<file path="src/rtl/seg_serial_pkg.sv">
// Shared definitions for the 74HC595 segment serial driver.
// Holds the FSM state encoding, the frame/bit-counter widths and the
// width of the shift-clock phase divider.
package seg_serial_pkg;

    typedef enum logic [1:0] {
        IDLE  = 2'd0,
        SHIFT = 2'd1,
        LATCH = 2'd2
    } seg_state_t;

    localparam int unsigned SEG_FRAME_BITS = 64;
    localparam int unsigned SEG_BIT_CNT_W  = 6;
    // Phase divider width; covers CLK_DIV up to 255.
    localparam int unsigned SEG_DIV_W      = 8;

endpackage

</file>
<file path="src/rtl/seg_phase_tick.sv">
// Shift-clock phase timer: a CLK_DIV-cycle down-counter that flags the
// last cycle of every phase.
// Ports:
//   clk, rst  - system clock, asynchronous active-high reset
//   clear     - reload the counter (frame accepted)
//   enable    - count this cycle (frame in progress)
//   tick_c    - high on the final cycle of the current phase
module seg_phase_tick
    import seg_serial_pkg::*;
#(
    parameter int unsigned CLK_DIV = 2
) (
    input  logic clk,
    input  logic rst,
    input  logic clear,
    input  logic enable,
    output logic tick_c
);

    localparam logic [SEG_DIV_W-1:0] RELOAD = SEG_DIV_W'(CLK_DIV - 1);

    logic [SEG_DIV_W-1:0] count;

    // Down-counter, reloaded at the end of each phase.
    always_ff @(posedge clk or posedge rst) begin
        if (rst) begin
            count <= RELOAD;
        end else if (clear) begin
            count <= RELOAD;
        end else if (enable) begin
            if (count == '0) begin
                count <= RELOAD;
            end else begin
                count <= count - SEG_DIV_W'(1);
            end
        end
    end

    assign tick_c = enable && (count == '0);

endmodule

</file>
<file path="src/rtl/seg_serial_driver.sv">
// Pushes one 64-bit segment frame into the 74HC595 chain: capture on
// start, shift LSB first with a generated shift clock, pulse the
// parallel-load strobe, then pulse done.
// Ports:
//   clk, rst  - system clock, asynchronous active-high reset
//   start     - frame request, honoured only while idle
//   seg_data  - frame, bit 0 shifted first
//   seg_clk   - shift clock (595 shifts on its rising edge)
//   seg_sout  - serial data
//   seg_pen   - parallel-load strobe, active high
//   seg_clrn  - shift-register clear, active low
//   busy      - frame in progress
//   done      - one-cycle completion pulse
module seg_serial_driver
    import seg_serial_pkg::*;
#(
    parameter int unsigned CLK_DIV = 2
) (
    input  logic                      clk,
    input  logic                      rst,
    input  logic                      start,
    input  logic [SEG_FRAME_BITS-1:0] seg_data,
    output logic                      seg_clk,
    output logic                      seg_sout,
    output logic                      seg_pen,
    output logic                      seg_clrn,
    output logic                      busy,
    output logic                      done
);

    seg_state_t                state;
    // Bit 0 of the frame lives in seg_sout, so only the upper 63 bits are held here.
    logic [SEG_FRAME_BITS-2:0] shift_reg;
    logic [SEG_BIT_CNT_W-1:0]  bit_cnt;
    logic                      accept_c;
    logic                      run_c;
    logic                      tick_c;

    assign accept_c = (state == IDLE) && start;
    assign run_c    = (state == SHIFT) || (state == LATCH);

    seg_phase_tick #(
        .CLK_DIV (CLK_DIV)
    ) u_phase_tick (
        .clk    (clk),
        .rst    (rst),
        .clear  (accept_c),
        .enable (run_c),
        .tick_c (tick_c)
    );

    // Sequencer: state, shift register, bit counter and all pin registers.
    always_ff @(posedge clk or posedge rst) begin
        if (rst) begin
            state     <= IDLE;
            shift_reg <= '0;
            bit_cnt   <= '0;
            seg_clk   <= 1'b0;
            seg_sout  <= 1'b0;
            seg_pen   <= 1'b0;
            seg_clrn  <= 1'b0;
            busy      <= 1'b0;
            done      <= 1'b0;
        end else begin
            seg_clrn <= 1'b1;
            done     <= 1'b0;
            case (state)
                IDLE: begin
                    if (start) begin
                        shift_reg <= seg_data[SEG_FRAME_BITS-1:1];
                        seg_sout  <= seg_data[0];
                        bit_cnt   <= '0;
                        seg_clk   <= 1'b0;
                        busy      <= 1'b1;
                        state     <= SHIFT;
                    end
                end
                SHIFT: begin
                    if (tick_c) begin
                        if (!seg_clk) begin
                            seg_clk <= 1'b1;
                        end else begin
                            // End of high phase: present the next bit.
                            seg_clk   <= 1'b0;
                            seg_sout  <= shift_reg[0];
                            shift_reg <= {1'b0, shift_reg[SEG_FRAME_BITS-2:1]};
                            bit_cnt   <= bit_cnt + SEG_BIT_CNT_W'(1);
                            if (bit_cnt == '1) begin
                                seg_pen <= 1'b1;
                                state   <= LATCH;
                            end
                        end
                    end
                end
                LATCH: begin
                    if (tick_c) begin
                        seg_pen <= 1'b0;
                        busy    <= 1'b0;
                        done    <= 1'b1;
                        state   <= IDLE;
                    end
                end
                default: begin
                    state <= IDLE;
                end
            endcase
        end
    end

endmodule

</file>
<file path="config.mk">
export PLATFORM = sky130hd
export DESIGN_NAME = seg_serial_driver
export DESIGN_NICKNAME = d
export VERILOG_FILES = /design/src/rtl/seg_serial_pkg.sv /design/src/rtl/seg_phase_tick.sv /design/src/rtl/seg_serial_driver.sv
export SDC_FILE = /design/constraint.sdc
export NUM_CORES = 1
export LEC_CHECK = 0
export CAP_MARGIN = 10
export CORE_MARGIN = 2
export CORE_UTILIZATION = 40
export CTS_CLUSTER_DIAMETER = 200
export DETAILED_ROUTE_END_ITERATION = 8
export PLACE_DENSITY = 0.61
export SKIP_CTS_REPAIR_TIMING = 1
export SLEW_MARGIN = 10
export SYNTH_ARGS = -nofsm -noshare
export SYNTH_HDL_FRONTEND = slang
export SYNTH_SLANG_ARGS = --single-unit
</file>
<file path="constraint.sdc">
create_clock -name clk -period 7.3 [get_ports clk]
set_input_delay 2.19 -clock clk [delete_from_list [all_inputs] [get_ports clk]]
set_output_delay 2.19 -clock clk [all_outputs]
set_load 0.005 [all_outputs]
</file>
==> results of run 1 <==
==> cells in the mapped netlist, drive strengths merged (2+ instances only) <==
master,count
inv,9
dfrtp,84
nand2,11
ha,7
nand3,8
a21oi,5
or4,2
o21bai,2
mux2,127
nor3,4
mux2i,4
xor2,6
clkbuf,6
o21ai,6
nand4,4
nor2,13
buf,10
a21o,3
o211ai,2
and3,3
==> worst paths after layout <==
path                            endpoint          start  slack, ps  cells after the start
setup reg to reg            shift_reg[9]       state[1]       3760                      6
hold reg to reg            shift_reg[30]  shift_reg[30]        480                      1
hold / removal             shift_reg[30]  shift_reg[30]        480                      1
min in group asynchronous  shift_reg[14]            rst       2100                      2
max in group asynchronous  shift_reg[38]            rst       4050                      3
setup / recovery            shift_reg[9]          start       2760                      5
==> layer usage <==
metal  global-route usage, %  vias to the layer above
li1                        -                     1315
met5                       0                        -
met2                    22.9                       46
met1                    20.9                     1350
met4                    4.67                        0
met3                    3.74                        7
==> cells by family after synthesis <==
logic type | after synthesis
compound gates | 22
xor+xnor | 7
fa+ha+maj | 7
buf+inv | 25
flops | 85
mux | 131
other cells | 1
simple gates | 53
==> power breakdown <==
group	switching [mW]	internal [mW]	total (mW)
Sequential	0.109	0.688	0.797
Combinational	0.378	0.498	0.876
Clock	0.161	0.200	0.361
Total	0.648	1.39	2.03
==> per-stage QoR <==
stage | area [um^2] | power (mW) | setup WS, ps | cells
3_5_place_dp | 5160 | 1.70 | 2340 | 529
4_1_cts | 5370 | 2.07 | 2700 | 544
5_1_grt | 5370 | 2.20 | 2550 | 544
2_1_floorplan | 4340 | 1.53 | 2920 | 331
3_3_place_gp | 5160 | 1.67 | 2360 | 529
6_report | 5370 | 2.03 | 2760 | 544
==> worst register-to-register path, cell delays in order (launching register included) <==
cell     delay (ps)
dfrtp_1         400
inv_1           150
ha_4            760
mux2i_1         370
nor2_4          820
buf_4           550
mux2_1          380
==> cell type report <==
class                      instances  area share [%]
sequential                        85            39.6
multi-input combinational        221            38.8
timing repair buffer              74            13.7
tap                              140            3.26
clock buffer                      11            2.63
clock inverter                     4            1.35
inverter                           9           0.652
==> reports/metrics.cfg, run 1 <==
[run_status]
status = completed

[synth]
synthAdderAreaFrac_pct = 2.02
yosys.area.top_type_share_pct = 48.4
synthCells = 331
synthXorXnorAreaFrac_pct = 1.41
synthFlopType = dfrtp_1
ys_types = 41
synth_area_leaders = dfrtp_1, mux2_2, mux2_1
syn_avg_cell_area_um2 = 13.1
syn_area_um2 = 4340
synthArstFlopShare_pct = 100
yosys_warnings = 0
synth_top_family_by_area = multiplexers
synthSimpleGateAreaFrac_pct = 6.83
synthMuxAreaShare_pct = 33.9
synth_compound_area_share_pct = 3.37
syn_nets = 405
synth_seq_cells = 85
ys_seq_area_share_pct = 49.0
yosys.area.top_type = dfrtp_1
synth_edf_count = 0

[floorplanning]
die_h_um = 108
coreArea_um2 = 10700
rows = 38
dieArea_um2 = 11700
boundaryPins = 73
initial_core_util_pct = 40.6
die_width_um = 108

[drt]
wl_met1_um = 3800
dr.max_layer_used = met4
viasPerCell = 5.00
routedWlPerCell_um = 14.5
ant_nets = 0
drt-initial-drc-count = 95
vias = 2718
dr.pass1.iters = 4
drc_errors = 0
met2WireLength_um = 3660
met3_length_um = 334
drt_wl_total_um = 7860

[pwr]
p_leak_nw = 2.27
peakVddDrop_v = 0.000228
power_density_nw_per_um2 = 379

[global_route]
grt_max_degree = 73
grt_pass1_wl_um = 13700
grt.overflow.total = 0
track_usage_pct = 14.9
antenna_found_initial = 0
grt_pass1_vias = 2801

[timing]
slew_violations = 0
slew_headroom_pct = 36.1
tightest_slew_ps = 958
fin_skew_ps = 9.52
holdWs_ps = 484
hold_viol = 0
final.min_clock_period_ps = 4540
setup_tns_ps = 0
rsz0062_at_grt = no
fmax_mhz = 220
setup_viol = 0
min_period_over_period_pct = 62.2

[critical_path]
path_delay_family = buffers and inverters
cp_slowest_cell = nor2_4
critPathRequiredTime_ps = 7530
max_stage_delay_ps = 820
path_buf_inv = 2
crit_fanout = 34
crit_arrival_ps = 4770
crit_path_end_kind = flop
crit_chain = clkdlybuf4s50_1 > mux2i_1 > nor2_4 > buf_4 > mux2_1
path_class = in -> reg
start_kind = input pin

[flow_run]
drv_cap = 0

[finish]
multi_input_area_um2 = 2080
antenna_cells = 0
final_common_cell = dfrtp_1
largest_reg_flops = 63
syn_to_final_growth_pct = 23.8
fillCellCount = 964
fin_nets = 474
regArea_um2 = 2130
final_cell_mix = dfrtp_1, clkdlybuf4s50_1, mux2_2, mux2_1, nor2_1
finalCoreUtilization_pct = 50.2
drive_above_1_share_pct = 22.8

[clocking]
clock_sinks = 85
insertion_delay_ps = 340
htree_levels = 3
cts_tree = built
clk_pin_slew_worst_paths_ps = 80
cts-root-buf = clkbuf_8
numCtsBuffers = 9
clock_path_buffers = 2

[hold_path]
hold_class = reg -> reg

[placed_design]
hpwlAfterDp_um = 5310
portBuffers = 72
gp_congestion = 0.781

Power figures use the tool's default switching activity.
==> run 2: changes to the inputs <==
==> constraint.sdc (replaced) <==
create_clock -name clk -period 4.75 [get_ports clk]
set_input_delay 1.425 -clock clk [delete_from_list [all_inputs] [get_ports clk]]
set_output_delay 1.425 -clock clk [all_outputs]
set_load 0.005 [all_outputs]
==> reports/metrics.cfg, run 2 (synthesized netlist as in run 1, its figures left out) <==
[clocking]
clock_sinks = 85
cts_tree = built
insertion_delay_ps = 360
cts-root-buf = clkbuf_8
clk_pin_slew_worst_paths_ps = 80
clock_path_buffers = 2
htree_levels = 3
numCtsBuffers = 9

[finish]
fin_nets = 475
largest_reg_flops = 63
syn_to_final_growth_pct = 24.8
layoutNonFillerInstCount = 546
fin_area_um2 = 5410
multi_input_area_um2 = 2080
final_cell_mix = dfrtp_1, clkdlybuf4s50_1, mux2_2, mux2_1, nor2_1
regArea_um2 = 2130
drive_above_1_share_pct = 23.4
antenna_cells = 0
fillCellCount = 935
finalCoreUtilization_pct = 50.6
final_common_cell = dfrtp_1

[pwr]
internal_power_mw = 2.15
power_density_nw_per_um2 = 586
p_seq_share_pct = 38.8
p_leak_nw = 2.29
p_clk_share_pct = 18.1
power_switching_mw = 1.03
switching_share_pct = 32.3
comb_power_share_pct = 43.1
power_mw = 3.17
peakVddDrop_v = 0.000267

[critical_path]
crit_arrival_ps = 3260
crit_path_end_kind = flop
max_stage_delay_ps = 610
critPathRequiredTime_ps = 5030
cp_slowest_cell = clkdlybuf4s50_1
path_class = in -> reg
crit_fanout = 8
start_kind = input pin
crit_chain = clkdlybuf4s50_1 > mux2i_1 > or4b_1 > or3_1 > a21oi_1

[drt]
routedWlPerCell_um = 14.7
drt_wl_total_um = 8000
vias = 2666
ant_nets = 0
drt-initial-drc-count = 80
dr.pass1.iters = 4
viasPerCell = 4.88
drc_errors = 0

[floorplanning]
rows = 38
coreArea_um2 = 10700
die_width_um = 108
die_h_um = 108
dieArea_um2 = 11700
boundaryPins = 73
initial_core_util_pct = 40.6

[timing]
hold_viol = 0
setup_tns_ps = 0
holdWs_ps = 486
fin_ws_ps = 1770
slew_violations = 0
min_period_over_period_pct = 62.8
setup_viol = 0
final.min_clock_period_ps = 2980
rsz0062_at_grt = no
fin_skew_ps = 10.8
fmax_mhz = 335
slew_headroom_pct = 36.2
tightest_slew_ps = 957

[flow_run]
drv_cap = 0

[placed_design]
placed_area_um2 = 5190
portBuffers = 72
pre_cts_slack_ps = 1420
dp_cells = 530
gp_congestion = 0.782
hpwlAfterDp_um = 5450

[global_route]
track_usage_pct = 15.1
grt_pass1_wl_um = 13800
grt_max_degree = 66
grt_pass1_vias = 2762
antenna_found_initial = 0
grt.overflow.total = 0

[hold_path]
hold_class = reg -> reg

[run_status]
status = completed

-- run 2: changes by cell type in the layout (fill, tap and decap cells not counted) --
cell / change
buf_12: +2
buf_4: -1
clkbuf_1: -1
clkinv_2: +1
clkinv_4: +1
-- run 2: layer usage --
layer	global-route usage, %	share of wire [%]
met5	0	0
met4	5.04	1.4
met3	4.28	4.0
met2	22.8	45
met1	21.1	50
-- run 2: power groups by stage --
stage	combinational, mW	clock, mW	sequential, mW
floorplan	1.17	0	1.18
global placement	1.36	0	1.23
detailed placement	1.39	0	1.24
CTS	1.40	0.596	1.23
global route	1.54	0.624	1.27
finish	1.37	0.573	1.23
-- run 2: worst max-delay path: cells and delay by family --
family,cells,cell delay (ps)
compound gates,1,160
buf+inv,1,610
mux,1,220
simple gates,2,840
-- run 2: path summary, 6_finish.rpt --
kind | start | endpoint | slack [ps] | cells after the start
max in group asynchronous | rst | shift_reg[56] | 2490 | 3
hold / removal | shift_reg[10] | shift_reg[10] | 490 | 1
setup / recovery | start | bit_cnt[5] | 1770 | 5
setup reg to reg | state[1] | bit_cnt[5] | 1880 | 7
hold reg to reg | shift_reg[10] | shift_reg[10] | 490 | 1
min in group asynchronous | rst | done | 1570 | 2
-- run 2: area by class of cell --
| class | count | share of cell area (%) |
|---|---|---|
| Clock buffer | 10 | 2.54 |
| Clock inverter | 6 | 1.59 |
| Inverter | 9 | 0.647 |
| Multi-Input combinational cell | 221 | 38.5 |
| Sequential cell | 85 | 39.3 |
| Tap cell | 140 | 3.24 |
| Timing Repair Buffer | 75 | 14.2 |
